### config.mk
export PLATFORM = sky130hd
export DESIGN_NAME = serial_alu_seq
export DESIGN_NICKNAME = d
export VERILOG_FILES = /design/src/rtl/serial_alu_seq.sv
export SDC_FILE = /design/constraint.sdc
export NUM_CORES = 1
export LEC_CHECK = 0
export CORE_ASPECT_RATIO = 1.75
export CORE_MARGIN = 4
export CORE_UTILIZATION = 55
export CTS_BUF_LIST = sky130_fd_sc_hd__clkbuf_4
export CTS_CLUSTER_SIZE = 16
export DETAILED_ROUTE_END_ITERATION = 10
export DONT_BUFFER_PORTS = 1
export GPL_TIMING_DRIVEN = 0
export PLACE_DENSITY_LB_ADDON = 0.1
export SLEW_MARGIN = 25
export SYNTH_ARGS = -nofsm -noshare
export SYNTH_HDL_FRONTEND = slang
export SYNTH_SLANG_ARGS = --single-unit
### constraint.sdc
create_clock -name clk -period 2.67 [get_ports clk]
set_input_delay 0.1335 -clock clk [delete_from_list [all_inputs] [get_ports clk]]
set_output_delay 0.1335 -clock clk [all_outputs]
set_load 0.02 [all_outputs]
### src/rtl/serial_alu_seq.sv
`default_nettype none
// ============================================================================
// Module   : serial_alu_seq
// Brief    : Bit-serial ALU sequencer. Walks one external 1-bit ALU slice
//            through a WIDTH-bit AND/OR/ADD/SUB/SLT operation, LSB first,
//            one bit per clock, chaining the slice carry between cycles.
// Options  : SERIAL_ALU_OVF_EN - build signed-overflow detection for ADD/SUB
//            (otherwise `overflow` is tied low).
// Revision : 1.0 - initial release
// ============================================================================
module serial_alu_seq #(
    parameter int WIDTH = 32
) (
    input  logic             clk,
    input  logic             rst,
    input  logic             start,
    input  logic [2:0]       op,
    input  logic [WIDTH-1:0] a,
    input  logic [WIDTH-1:0] b,
    output logic             busy,
    output logic             done,
    output logic [WIDTH-1:0] result,
    output logic             zero,
    output logic             bad_op,
    output logic             overflow,
    output logic             slice_a,
    output logic             slice_b,
    output logic [2:0]       slice_signal,
    output logic             slice_carryin,
    output logic             slice_less,
    input  logic             slice_out,
    input  logic             slice_carryout,
    input  logic             slice_set
);

    localparam int IDX_W = (WIDTH > 1) ? $clog2(WIDTH) : 1;
    localparam logic [IDX_W-1:0] LAST_IDX = IDX_W'(WIDTH - 1);

    localparam logic [2:0] OP_AND = 3'b000;
    localparam logic [2:0] OP_OR  = 3'b001;
    localparam logic [2:0] OP_ADD = 3'b010;
    localparam logic [2:0] OP_SUB = 3'b110;
    localparam logic [2:0] OP_SLT = 3'b111;

    typedef enum logic [1:0] {
        IDLE   = 2'd0,
        RUN    = 2'd1,
        FINISH = 2'd2
    } state_t;

    state_t           state_q,  state_d;
    logic [IDX_W-1:0] idx_q,    idx_d;
    logic [WIDTH-1:0] a_q,      a_d;
    logic [WIDTH-1:0] b_q,      b_d;
    logic [2:0]       op_q,     op_d;
    logic             carry_q,  carry_d;
    logic [WIDTH-1:0] result_q, result_d;
    logic             zero_q,   zero_d;
    logic             bad_op_q, bad_op_d;
`ifdef SERIAL_ALU_OVF_EN
    logic             ovf_q,    ovf_d;
`endif

    function automatic logic op_valid(input logic [2:0] o);
        return (o == OP_AND) || (o == OP_OR) || (o == OP_ADD) ||
               (o == OP_SUB) || (o == OP_SLT);
    endfunction

    // State register; synchronous reset abandons any operation in flight.
    always_ff @(posedge clk) begin
        if (rst) begin
            state_q  <= IDLE;
            idx_q    <= '0;
            a_q      <= '0;
            b_q      <= '0;
            op_q     <= '0;
            carry_q  <= 1'b0;
            result_q <= '0;
            zero_q   <= 1'b1;
            bad_op_q <= 1'b0;
        end else begin
            state_q  <= state_d;
            idx_q    <= idx_d;
            a_q      <= a_d;
            b_q      <= b_d;
            op_q     <= op_d;
            carry_q  <= carry_d;
            result_q <= result_d;
            zero_q   <= zero_d;
            bad_op_q <= bad_op_d;
        end
    end

`ifdef SERIAL_ALU_OVF_EN
    // Overflow flag register, held alongside the result.
    always_ff @(posedge clk) begin
        if (rst) begin
            ovf_q <= 1'b0;
        end else begin
            ovf_q <= ovf_d;
        end
    end
`endif

    // Next-state logic and slice drive.
    always_comb begin
        state_d       = state_q;
        idx_d         = idx_q;
        a_d           = a_q;
        b_d           = b_q;
        op_d          = op_q;
        carry_d       = carry_q;
        result_d      = result_q;
        zero_d        = zero_q;
        bad_op_d      = bad_op_q;
`ifdef SERIAL_ALU_OVF_EN
        ovf_d         = ovf_q;
`endif
        slice_a       = 1'b0;
        slice_b       = 1'b0;
        slice_signal  = 3'b000;
        slice_carryin = 1'b0;
        slice_less    = 1'b0;

        case (state_q)
            IDLE: begin
                if (start) begin
                    a_d      = a;
                    b_d      = b;
                    op_d     = op;
                    idx_d    = '0;
                    carry_d  = 1'b0;
                    result_d = '0;
                    zero_d   = 1'b1;
`ifdef SERIAL_ALU_OVF_EN
                    ovf_d    = 1'b0;
`endif
                    if (op_valid(op)) begin
                        bad_op_d = 1'b0;
                        state_d  = RUN;
                    end else begin
                        // Unknown code: report it and finish with a zero result.
                        bad_op_d = 1'b1;
                        state_d  = FINISH;
                    end
                end
            end

            RUN: begin
                slice_a       = a_q[idx_q];
                slice_b       = b_q[idx_q];
                slice_signal  = op_q;
                // Bit 0 gets the subtract carry-in (op[2]); later bits ripple.
                slice_carryin = (idx_q == '0) ? op_q[2] : carry_q;

                result_d[idx_q] = slice_out;
                carry_d         = slice_carryout;
                idx_d           = idx_q + 1'b1;

                if (idx_q == LAST_IDX) begin
                    state_d = FINISH;
                    // The MSB slice's Set (sign of a-b) is folded into the
                    // result on this edge so result/zero are valid with done.
                    if (op_q == OP_SLT) begin
                        result_d = {{(WIDTH-1){1'b0}}, slice_set};
                    end
                    zero_d = (result_d == '0);
`ifdef SERIAL_ALU_OVF_EN
                    // Carry into the MSB is the slice carry-in this cycle.
                    if ((op_q == OP_ADD) || (op_q == OP_SUB)) begin
                        ovf_d = slice_carryin ^ slice_carryout;
                    end else begin
                        ovf_d = 1'b0;
                    end
`endif
                end
            end

            FINISH: begin
                state_d = IDLE;
            end

            default: begin
                state_d = IDLE;
            end
        endcase
    end

    // Output mapping.
    assign busy   = (state_q != IDLE);
    assign done   = (state_q == FINISH);
    assign result = result_q;
    assign zero   = zero_q;
    assign bad_op = bad_op_q;
`ifdef SERIAL_ALU_OVF_EN
    assign overflow = ovf_q;
`else
    assign overflow = 1'b0;
`endif

endmodule
`default_nettype wire
==> impl_metrics.ini <==
[status]
status = finished clean

[clocking]
path_clk_slew_ns = 0.17
numClockSinks = 109
cts_tree = yes
root_buffer = clkbuf_4
clk_latency_ns = 0.48
cts_max_level = 3
clock_path_buffers = 2
cts_buffers = 9

[global_route]
grt_start_max_net_pins = 20
grt_overflow_total = 0
grt.total_usage_pct = 29.2
antenna_found_initial = 1
grt_pass1_vias = 5051
grt_pass1_wl_um = 24800

[yosys]
synthAdderAreaFrac_pct = 1.66
yosys-top-cells-area = dfxtp_1 41%, nand2_1 9.7%, a21oi_1 9.5%
syn-instance-count = 627
synth_common_cells = 136 x nand2_1, 109 x dfxtp_1, 100 x a21oi_1
synth_seq_cells = 109
synthMostInstantiatedCell = nand2_1
yosysSeqAreaShare_pct = 41.4
synth_mux_area_share_pct = 16.1
yosysWarnings = 0
synth_top_family_by_area = simple AND/OR/NAND/NOR gates
synth_largest_area_cell = dfxtp_1
syn_avg_cell_area_um2 = 8.40
synth_edf_count = 0
synth-compound-area-share_pct = 11.4
synth_xor_area_share_pct = 0
async_flop_share_pct = 0
synth-simple-area-share_pct = 24.3
ys_types = 37
synth_flop_cell = dfxtp_1
netlist_area_mm2 = 0.00527
synth_top_area_share_pct = 41.4

[timing]
slew_headroom_pct = 45.9
hold_viol = 0
worst_slew_pin_slew_ns = 0.810
slew_violations = 0
fmax_ghz = 0.387
fin_crit_sh_pct = 96.8
rsz0062_at_grt = false
fin_worst_skew_ns = 0.0140
fin_tns_setup_ns = 0
period_minus_slack_ns = 2.58
setup_viol = 0

[power_and_ir_drop]
cellPowerDensity_mw_per_mm2 = 487
max-vdd-ir-drop_mv = 0.433
swShare_pct = 30.2
intPower_mw = 2.15
combPwrFrac_pct = 16.8
p_seq_share_pct = 56.8
switching_power_mw = 0.929
leakage_nw = 2.39
p_clk_share_pct = 26.3

[cells_and_area]
layout-drive-gt1-share_pct = 8.95
multiInputGateArea_mm2 = 0.00285
area_growth_pct = 20.1
final_area_mm2 = 0.00633
nNetsFinal = 790
regArea_mm2 = 0.00219
fillCellCount = 810
finalNonFillerCells = 838
final_core_util_pct = 67.2

[critical_path]
worstSetupStartpointType = flop
cpLargestDelayFamily = multiplexers
worstSetupPathType = reg2out
end_kind = primary output
cpPeakStageDelay_ns = 0.57
path_buf_inv = 1
cp.required_ns = 2.54
cp_max_fo = 17
slowest_stage = mux4_1
cp.arrival_ns = 2.45
crit_chain = buf_12 > mux4_1 > mux4_2 > mux2i_1 > nor2_2

[placed_design]
routabilityCongestion = 0.982
place_inst = 750
portBuffers = 0
hpwl_um = 11200
place_area_mm2 = 0.00542

[drt]
drt-pass1-iter-count = 4
drt.antenna.violating_nets = 0
drt_iter0_markers = 220
wirelength_um = 15800
wl_per_cell_um = 18.8
drc = 0
vias_per_cell = 5.78
vias = 4846

[die]
die_h_um = 137
rows = 47
die_x_um = 82.0
start_util_pct = 56.0
die_area_mm2 = 0.0113
io_pins = 117
core_mm2 = 0.00941

[run]
maxCapViolCount = 0

[hold_path]
hold_class = in2reg
logic make-up after synthesis:
logic type                 after synthesis
DFF                                    109
adders and majority gates                7
AOI/OAI and AO/OA                      114
buffers and inverters                   62
other                                    1
muxes                                   57
and+or+nand+nor                        277
final timing paths:
check / from / endpoint / slack (ns) / cells past startpoint
worst min-delay path: start / state_q[1] / 0.02 / 3
worst max-delay path: idx_q[0] / slice_b / 0.09 / 5
worst max register to register: idx_q[0] / zero / 0.13 / 11
worst min register to register: b_q[20] / b_q[20] / 0.47 / 2
layout make-up:
type                            count  area share, %
Antenna cell                        1         0.0396
Buffer                             58           4.45
Clock buffer                       10           1.19
Clock inverter                      6          0.890
Inverter                            3          0.178
Multi-Input combinational cell    457           45.0
Sequential cell                   109           34.6
Tap cell                          122           2.41
Timing Repair Buffer               72           11.3
through the flow:
stage               setup slack [ns]  total power, mW  hold WS [ns]
finish                        0.0856             3.08        0.0151
global route                 0.00486             3.20        0.0174
detailed placement            -0.344             2.20         0.277
CTS                          -0.0132             3.07       0.00260
floorplan                      0.442             2.08         0.269
global placement              -0.288             2.18         0.272
cells in the final DEF, fill, tap and decap left out, types with 2 or more instances in the layout:
cell / netlist / routed
conb_1: 1 / 2
dfxtp_2: 0 / 2
buf_2: 8 / 6
buf_4: 2 / 6
nand3_1: 3 / 3
a21oi_1: 100 / 100
a22oi_1: 4 / 4
inv_8: 0 / 2
dfxtp_1: 109 / 106
nor4b_1: 5 / 3
mux2i_1: 37 / 37
nand4b_1: 12 / 12
nor2_2: 0 / 3
ha_1: 7 / 5
nand4_1: 14 / 14
clkinv_4: 0 / 3
mux4_1: 7 / 5
mux4_2: 13 / 15
o21ai_0: 3 / 3
and2_1: 3 / 3
a211oi_1: 2 / 2
clkbuf_2: 0 / 3
ha_2: 0 / 2
and3_1: 2 / 2
inv_1: 3 / 3
clkbuf_4: 0 / 12
clkbuf_1: 45 / 39
dlygate4sd3_1: 0 / 69
nor4b_2: 0 / 2
nand2_1: 136 / 135
nor2_1: 79 / 76
nor4bb_1: 12 / 11
buf_1: 2 / 2
nor3_1: 2 / 2
nand2b_1: 2 / 2
nor2b_1: 4 / 4
per-layer routing:
layer  share of wire [%]  global-route usage, %  up-vias
met5                   0                      0        -
met3                 5.3                   5.69       52
li1                    -                      -     2334
met2                  56                   54.1      181
met1                  35                   29.1     2279
met4                 4.4                   16.7        0
state kept, by name (all words and copies together), names as in the netlist:
signal / cells
state_q: 2
result: 32
b_q: 32
a_q: 32
idx_q: 5
bad_op: 1
zero: 1
op_q: 3
carry_q: 1
worst min-delay path, stage by stage:
cell and delay [ns]:
nor2b_1 0.13, a22oi_1 0.14, nor3_1 0.06
what timing repair did:
item                       in CTS  in global routing
gates cloned                    0                  0
setup endpoints to repair      35                 34
hold endpoints to repair       71                  0
resized for setup              19                 15
hold buffers                   69                  0
setup buffers                   2                  1
pin swaps                       1                  2
power by group through the flow:
| stage | sequential [mW] | clock (mW) | combinational (mW) |
|---|---|---|---|
| detailed placement | 1.78 | 0 | 0.416 |
| global placement | 1.78 | 0 | 0.406 |
| global route | 1.76 | 0.875 | 0.569 |
| CTS | 1.75 | 0.813 | 0.512 |
| floorplan | 1.77 | 0 | 0.316 |
| finish | 1.75 | 0.811 | 0.519 |
Note: power is estimated with default switching activity, not from simulation.
